File: src/rtl/jpeg_bitstream_packer.sv
// JPEG entropy-coded segment packer: merges Huffman codewords and amplitude bits
// into a 32-bit MSB-first accumulator, emits bytes with 0xFF/0x00 stuffing through a FIFO.
module jpeg_bitstream_packer #(
    parameter int FIFO_DEPTH = 8
) (
    input  logic        clock,
    input  logic        reset_n,
    input  logic        jpeg_out_enable,
    input  logic        jpeg_out_end,
    input  logic [8:0]  jpeg_dc_out,
    input  logic [7:0]  jpeg_dc_out_length,
    input  logic [7:0]  jpeg_dc_code_list,
    input  logic [7:0]  jpeg_dc_code_size,
    input  logic [15:0] huffman_code,
    input  logic [7:0]  huffman_code_length,
    input  logic [7:0]  code_out,
    input  logic [7:0]  code_size_out,
    input  logic        flush,
    output logic [7:0]  byte_out,
    output logic        byte_valid,
    input  logic        byte_ready,
    output logic        packer_busy,
    output logic        overflow,
    output logic [15:0] block_count
);
    localparam int PW = $clog2(FIFO_DEPTH);
    localparam logic [PW:0] PUSH_LIM = (PW+1)'(FIFO_DEPTH - 2);

    typedef enum logic [2:0] {
        S_IDLE, S_DC_CODE, S_DC_AMP, S_AC_CODE, S_AC_AMP, S_FLUSH
    } state_e;

    state_e state_q, state_d;

    logic [8:0]  dc_code_q;
    logic [4:0]  dc_len_q;
    logic [7:0]  dc_amp_q;
    logic [4:0]  dc_amp_len_q;
    logic [15:0] ac_code_q;
    logic [4:0]  ac_len_q;
    logic [7:0]  ac_amp_q;
    logic [4:0]  ac_amp_len_q;
    logic        end_q;
    logic        first_sym_q;
    logic        flush_pend_q, flush_pend_d;
    logic        overflow_q;
    logic [15:0] blk_cnt_q;
    logic [31:0] acc_q, acc_d;
    logic [5:0]  cnt_q, cnt_d;

    logic [7:0]    mem_q [FIFO_DEPTH];
    logic [PW-1:0] wr_ptr_q, rd_ptr_q;
    logic [PW:0]   fcnt_q;

    logic        accept, drop, blk_done, flush_req;
    logic        in_field, field_done, do_append, do_extract, stuff, pop;
    logic [15:0] app_val;
    logic [4:0]  app_len;
    logic [5:0]  base, sh;
    logic [31:0] app_mask, app_bits, acc_shift;
    logic [7:0]  top_byte;
    logic [1:0]  push_n;

    function automatic logic [4:0] clamp_len(input logic [7:0] len, input logic [4:0] lim);
        return (len > {3'b000, lim}) ? lim : len[4:0];
    endfunction

    // Field currently being appended; FLUSH appends 1-bits up to the next byte boundary.
    always_comb begin
        app_val = 16'h0000;
        app_len = 5'd0;
        case (state_q)
            S_DC_CODE: begin app_val = {7'b0, dc_code_q};  app_len = dc_len_q;     end
            S_DC_AMP:  begin app_val = {8'b0, dc_amp_q};   app_len = dc_amp_len_q; end
            S_AC_CODE: begin app_val = ac_code_q;          app_len = ac_len_q;     end
            S_AC_AMP:  begin app_val = {8'b0, ac_amp_q};   app_len = ac_amp_len_q; end
            S_FLUSH: begin
                app_val = 16'hFFFF;
                app_len = (cnt_q[2:0] != 3'd0) ? (5'd8 - {2'b00, cnt_q[2:0]}) : 5'd0;
            end
            default: ;
        endcase
    end

    assign in_field   = state_q inside {S_DC_CODE, S_DC_AMP, S_AC_CODE, S_AC_AMP};
    assign field_done = in_field && ((app_len == 5'd0) || (cnt_q <= 6'd16));
    assign do_append  = (app_len != 5'd0) &&
                        ((in_field && cnt_q <= 6'd16) || (state_q == S_FLUSH));
    // Two free slots are required so a 0xFF and its stuff byte always land together.
    assign do_extract = (cnt_q >= 6'd8) && (fcnt_q <= PUSH_LIM);
    assign top_byte   = acc_q[31:24];
    assign stuff      = do_extract && (top_byte == 8'hFF);
    assign push_n     = do_extract ? (stuff ? 2'd2 : 2'd1) : 2'd0;

    always_comb begin
        acc_shift = do_extract ? {acc_q[23:0], 8'h00} : acc_q;
        base      = do_extract ? (cnt_q - 6'd8) : cnt_q;
        sh        = 6'd32 - base - {1'b0, app_len};
        app_mask  = (32'd1 << app_len) - 32'd1;
        app_bits  = ({16'h0000, app_val} & app_mask) << sh;
        acc_d     = do_append ? (acc_shift | app_bits) : acc_shift;
        cnt_d     = base + (do_append ? {1'b0, app_len} : 6'd0);
    end

    always_ff @(posedge clock or negedge reset_n) begin
        if (!reset_n) state_q <= S_IDLE;
        else          state_q <= state_d;
    end

    always_comb begin
        state_d      = state_q;
        accept       = 1'b0;
        blk_done     = 1'b0;
        flush_req    = flush || flush_pend_q;
        flush_pend_d = flush_req;
        drop         = jpeg_out_enable && (state_q != S_IDLE);
        case (state_q)
            S_IDLE: begin
                if (jpeg_out_enable) begin
                    accept  = 1'b1;
                    state_d = first_sym_q ? S_DC_CODE : S_AC_CODE;
                end else if (flush_req) begin
                    state_d      = S_FLUSH;
                    flush_pend_d = 1'b0;
                end
            end
            S_DC_CODE: if (field_done) state_d = S_DC_AMP;
            S_DC_AMP:  if (field_done) state_d = S_AC_CODE;
            S_AC_CODE: if (field_done) state_d = S_AC_AMP;
            S_AC_AMP: begin
                if (field_done) begin
                    state_d  = S_IDLE;
                    blk_done = end_q;
                end
            end
            S_FLUSH: if (cnt_q == 6'd0) state_d = S_IDLE;
            default: state_d = S_IDLE;
        endcase
    end

    always_ff @(posedge clock or negedge reset_n) begin
        if (!reset_n) begin
            dc_code_q    <= '0;
            dc_len_q     <= '0;
            dc_amp_q     <= '0;
            dc_amp_len_q <= '0;
            ac_code_q    <= '0;
            ac_len_q     <= '0;
            ac_amp_q     <= '0;
            ac_amp_len_q <= '0;
            end_q        <= 1'b0;
            first_sym_q  <= 1'b1;
            flush_pend_q <= 1'b0;
            overflow_q   <= 1'b0;
            blk_cnt_q    <= '0;
            acc_q        <= '0;
            cnt_q        <= '0;
            wr_ptr_q     <= '0;
            rd_ptr_q     <= '0;
            fcnt_q       <= '0;
        end else begin
            acc_q        <= acc_d;
            cnt_q        <= cnt_d;
            flush_pend_q <= flush_pend_d;
            if (accept) begin
                dc_code_q    <= jpeg_dc_out;
                dc_len_q     <= clamp_len(jpeg_dc_out_length, 5'd9);
                dc_amp_q     <= jpeg_dc_code_list;
                dc_amp_len_q <= clamp_len(jpeg_dc_code_size, 5'd8);
                ac_code_q    <= huffman_code;
                ac_len_q     <= clamp_len(huffman_code_length, 5'd16);
                ac_amp_q     <= code_out;
                ac_amp_len_q <= clamp_len(code_size_out, 5'd8);
                end_q        <= jpeg_out_end;
                first_sym_q  <= 1'b0;
            end else if (blk_done) begin
                first_sym_q  <= 1'b1;
            end
            if (blk_done) blk_cnt_q  <= blk_cnt_q + 16'd1;
            if (drop)     overflow_q <= 1'b1;
            wr_ptr_q <= wr_ptr_q + PW'(push_n);
            rd_ptr_q <= rd_ptr_q + PW'(pop);
            fcnt_q   <= fcnt_q + (PW+1)'(push_n) - (PW+1)'(pop);
        end
    end

    always_ff @(posedge clock) begin
        if (do_extract) begin
            mem_q[wr_ptr_q] <= top_byte;
            if (stuff) mem_q[wr_ptr_q + PW'(1)] <= 8'h00;
        end
    end

    assign byte_valid  = (fcnt_q != '0);
    assign pop         = byte_valid && byte_ready;
    assign byte_out    = byte_valid ? mem_q[rd_ptr_q] : 8'h00;
    assign packer_busy = (state_q != S_IDLE) || flush_pend_q || (cnt_q != 6'd0);
    assign overflow    = overflow_q;
    assign block_count = blk_cnt_q;

endmodule

File: config.mk
export PLATFORM = sky130hd
export DESIGN_NAME = jpeg_bitstream_packer
export DESIGN_NICKNAME = d
export VERILOG_FILES = /design/src/rtl/jpeg_bitstream_packer.sv
export SDC_FILE = /design/constraint.sdc
export NUM_CORES = 1
export LEC_CHECK = 0
export BUFFER_PORTS_ARGS = -buffer_cell sky130_fd_sc_hd__buf_4
export CORE_UTILIZATION = 43
export DETAILED_ROUTE_END_ITERATION = 6
export PLACE_DENSITY = 0.61
export SLEW_MARGIN = 10
export SYNTH_ARGS = -nofsm -noshare
export SYNTH_HDL_FRONTEND = slang
export SYNTH_SLANG_ARGS = --single-unit
File: constraint.sdc
create_clock -name clock -period 14 [get_ports clock]
set_clock_uncertainty 0.15 [all_clocks]
set_input_delay 2.1 -clock clock [delete_from_list [all_inputs] [get_ports clock]]
set_output_delay 2.1 -clock clock [all_outputs]
set_load 0.03 [all_outputs]
==> metrics.txt <==
dominant cell type by area after synthesis dfrtp_1; Top delay family on crit path simple AND/OR/NAND/NOR gates; Critical Path, Cell by Cell buf_4 -> nand2b_1 -> a2bb2oi_2 -> nand3_2 -> nor4_4 -> inv_1 -> ha_1 -> inv_1 -> o2111ai_1 -> nor3_2 -> a22oi_1 -> or4_1 -> o2111a_1 -> or3_1 -> a211o_1 -> nand4_1; origin of the critical flop-to-flop path state_q[2]; root buf cell clkbuf_16; Die W ~170 um; critical setup path kind flip-flop to flip-flop; first-iteration detailed-routing DRC count between 600 and 700; R2R Setup Slk 8.44 ns; post-CTS resize count 0; area added between synthesis and finish 13.9%; main flop type after synthesis dfrtp_1; Max Cap Viol 0; CP Depth 16; # hold bufs at CTS 0; first-pass iteration count of the detailed router 7; Port-buffer cells ~110; Final Cycle Share 0.397; top sig layer met4; CP most frequent cell inv_1; CTS clk-pin slew, worst paths roughly 0.090 ns; CP max stage cell dfrtp_1; f_max around 0.18 GHz; Synth Area per Inst between 9 and 10 um2; Netlist cell types 106; Post-Layout Cell Count around 1700; setup repair bufs after CTS 0; Reg2Reg Depth 16; CP max FO 26; Worst Tran Pin Value roughly 1.1 ns; CP Capture Point acc_q[27]; site row count between 50 and 60; EDFF count, synth 0; Min-Delay Path Class flip-flop to flip-flop; global-route wire length before repair between 50000 and 60000 um; clock sink count 196; initial antenna violation count 0; met3 wire len roughly 1200 um; Antenna Diode Count 0; WL met2 15100 um; die area roughly 0.028 mm2; num ports roughly 110; vias in the first global route 9556; final count of hold timing violations 0; Inst Count DP 1649; WP data arrival approximately 5.8 ns; Hold Slack between 0.3 and 0.4 ns; RSZ-0062 raised after global routing false; Mapped Area about 0.012 mm2; ys async rst share 0.673; synth warn 0; final-report max-slew violation count 0; final setup vio count 0; Initial Utilization 0.442; Rel. slew slack 0.259; critical path required time about 14 ns; Reg-to-Reg End acc_q[27]; CTS buffer count 17; outcome finished, violations left; WP buf/inv 3; kind of end point of the critical path flip-flop; Die Ht between 150 and 200 um; grt ovf 0; RD Place Congestion about 0.9; share of cells above drive strength 1 0.172; Max clock buf depth 2; fin crit period between 5 and 6 ns; slowest stage delay, CP ~0.63 ns; CTS tree yes; Core Region about 0.026 mm2; failing checks DRC; DRC Markers 6; routed metal-1 wirelength 14000 um; Worst Setup Start Kind flip-flop; sequential fraction of the synthesis area 0.396; final core occ 0.503; most common cell after layout, fill and taps aside nand2_1; DR WL/cell 18.2 um; final WL approximately 31000 um; top cell type's share of synthesized area 0.283; top cells by area, synth dfrtp_1 (28%), dfxtp_1 (11%), mux2i_1 (7.6%); Via density around 5.6; post-synthesis net count between 1000 and 1500; TNS Setup 0 ns; H-tree levels 4; detailed placer's ending HPWL between 20000 and 25000 um; worst skew pair latency approximately 0.45 ns; most frequent cells in the layout nand2_1 (207), nor2_1 (156), dfrtp_1 (130); largest net degree at the start of global routing 74; GRT Total Usage 0.228; Final ANT Viol Nets 0; worst setup path start state_q[2]; cell count after synthesis 1271; via count between 9000 and 10000; synthesized flop and latch total 196; Nets between 1000 and 1500
## registers in the layout, summed over array words and instances, names as in the netlist, 3 cells and up
name          flops
mem_q            64
acc_q            32
ac_code_q        16
block_count      16
dc_code_q         9
ac_amp_q          8
dc_amp_q          8
cnt_q             6
ac_amp_len_q      5
ac_len_q          5
dc_amp_len_q      5
dc_len_q          5
fcnt_q            4
rd_ptr_q          3
state_q           3
wr_ptr_q          3
## area by class of cell
type / instances / area [um2]
clock buffers: 17 / 425
clock inverters: 15 / 206
fillers: 2502 / 13000
inverters: 47 / 184
multi-input cells: 950 / 6450
flip-flops and latches: 196 / 4590
well taps: 335 / 419
repair buffers: 121 / 912
## per-layer routing
layer,vias to the layer above,global-route usage
li1,4624,-
met1,4556,0.304
met2,232,0.390
met3,35,0.0307
met4,0,0.0540
met5,-,0
## cell usage after synthesis, types with 5 or more instances
library cell and instances:
o21ai_0 35, nand4_1 10, o211ai_1 11, a31oi_1 5
nand2b_1 7, clkbuf_1 53, a21o_1 12, or3_1 7
xor2_1 15, and2_1 9, o22ai_1 14, o21a_1 5
mux2_2 7, a22o_1 13, o21bai_1 5, buf_6 7
inv_1 39, a21oi_1 54, nor2_1 156, nand2_1 208
o31ai_1 12, dfrtp_1 131, a211oi_1 9, o2111ai_1 5
mux4_2 19, nor2b_1 7, dfxtp_1 64, mux2i_1 88
ha_1 31, nand3b_1 5, buf_2 12, nor3_1 21
xnor2_1 17, nand3_1 32, a211o_1 6, or4_1 5
## worst min-delay path, cell delays in order, from the launching register on
cell and delay [ns]:
dfxtp_1 0.32, nand2_1 0.05, a21oi_1 0.05
## logic make-up after synthesis
family,share of synthesized area
compound gates,0.166
buf+inv,0.0483
xor+xnor,0.0242
fa+ha+maj,0.0404
simple gates,0.204
mux,0.121
flops,0.396
## per-stage QoR
| step | setup slack, ns | instance area, um2 |
|---|---|---|
| after floorplan | 9.25 | 11600 |
| after global placement | 8.73 | 12500 |
| after detailed placement | 8.60 | 12500 |
| after CTS | 8.55 | 13200 |
| after global routing | 7.98 | 13200 |
| final | 8.44 | 13200 |
## how the worst min path moves through the flow
stage / end / slack (ns) / startpoint / depth (start not counted)
3_3_place_gp: mem_q[0][4] / 0.29 / mem_q[0][4] / 2
6_report: mem_q[0][4] / 0.31 / mem_q[0][4] / 2
2_1_floorplan: mem_q[0][0] / 0.28 / mem_q[0][0] / 2
3_5_place_dp: overflow / 0.30 / overflow / 1
5_1_grt: mem_q[0][2] / 0.34 / mem_q[0][2] / 2
4_1_cts: mem_q[0][4] / 0.31 / mem_q[0][4] / 2
Power is left out: the tool's default activity adds up to more than one toggle a clock period on the data nets, which glitch-free logic cannot reach.
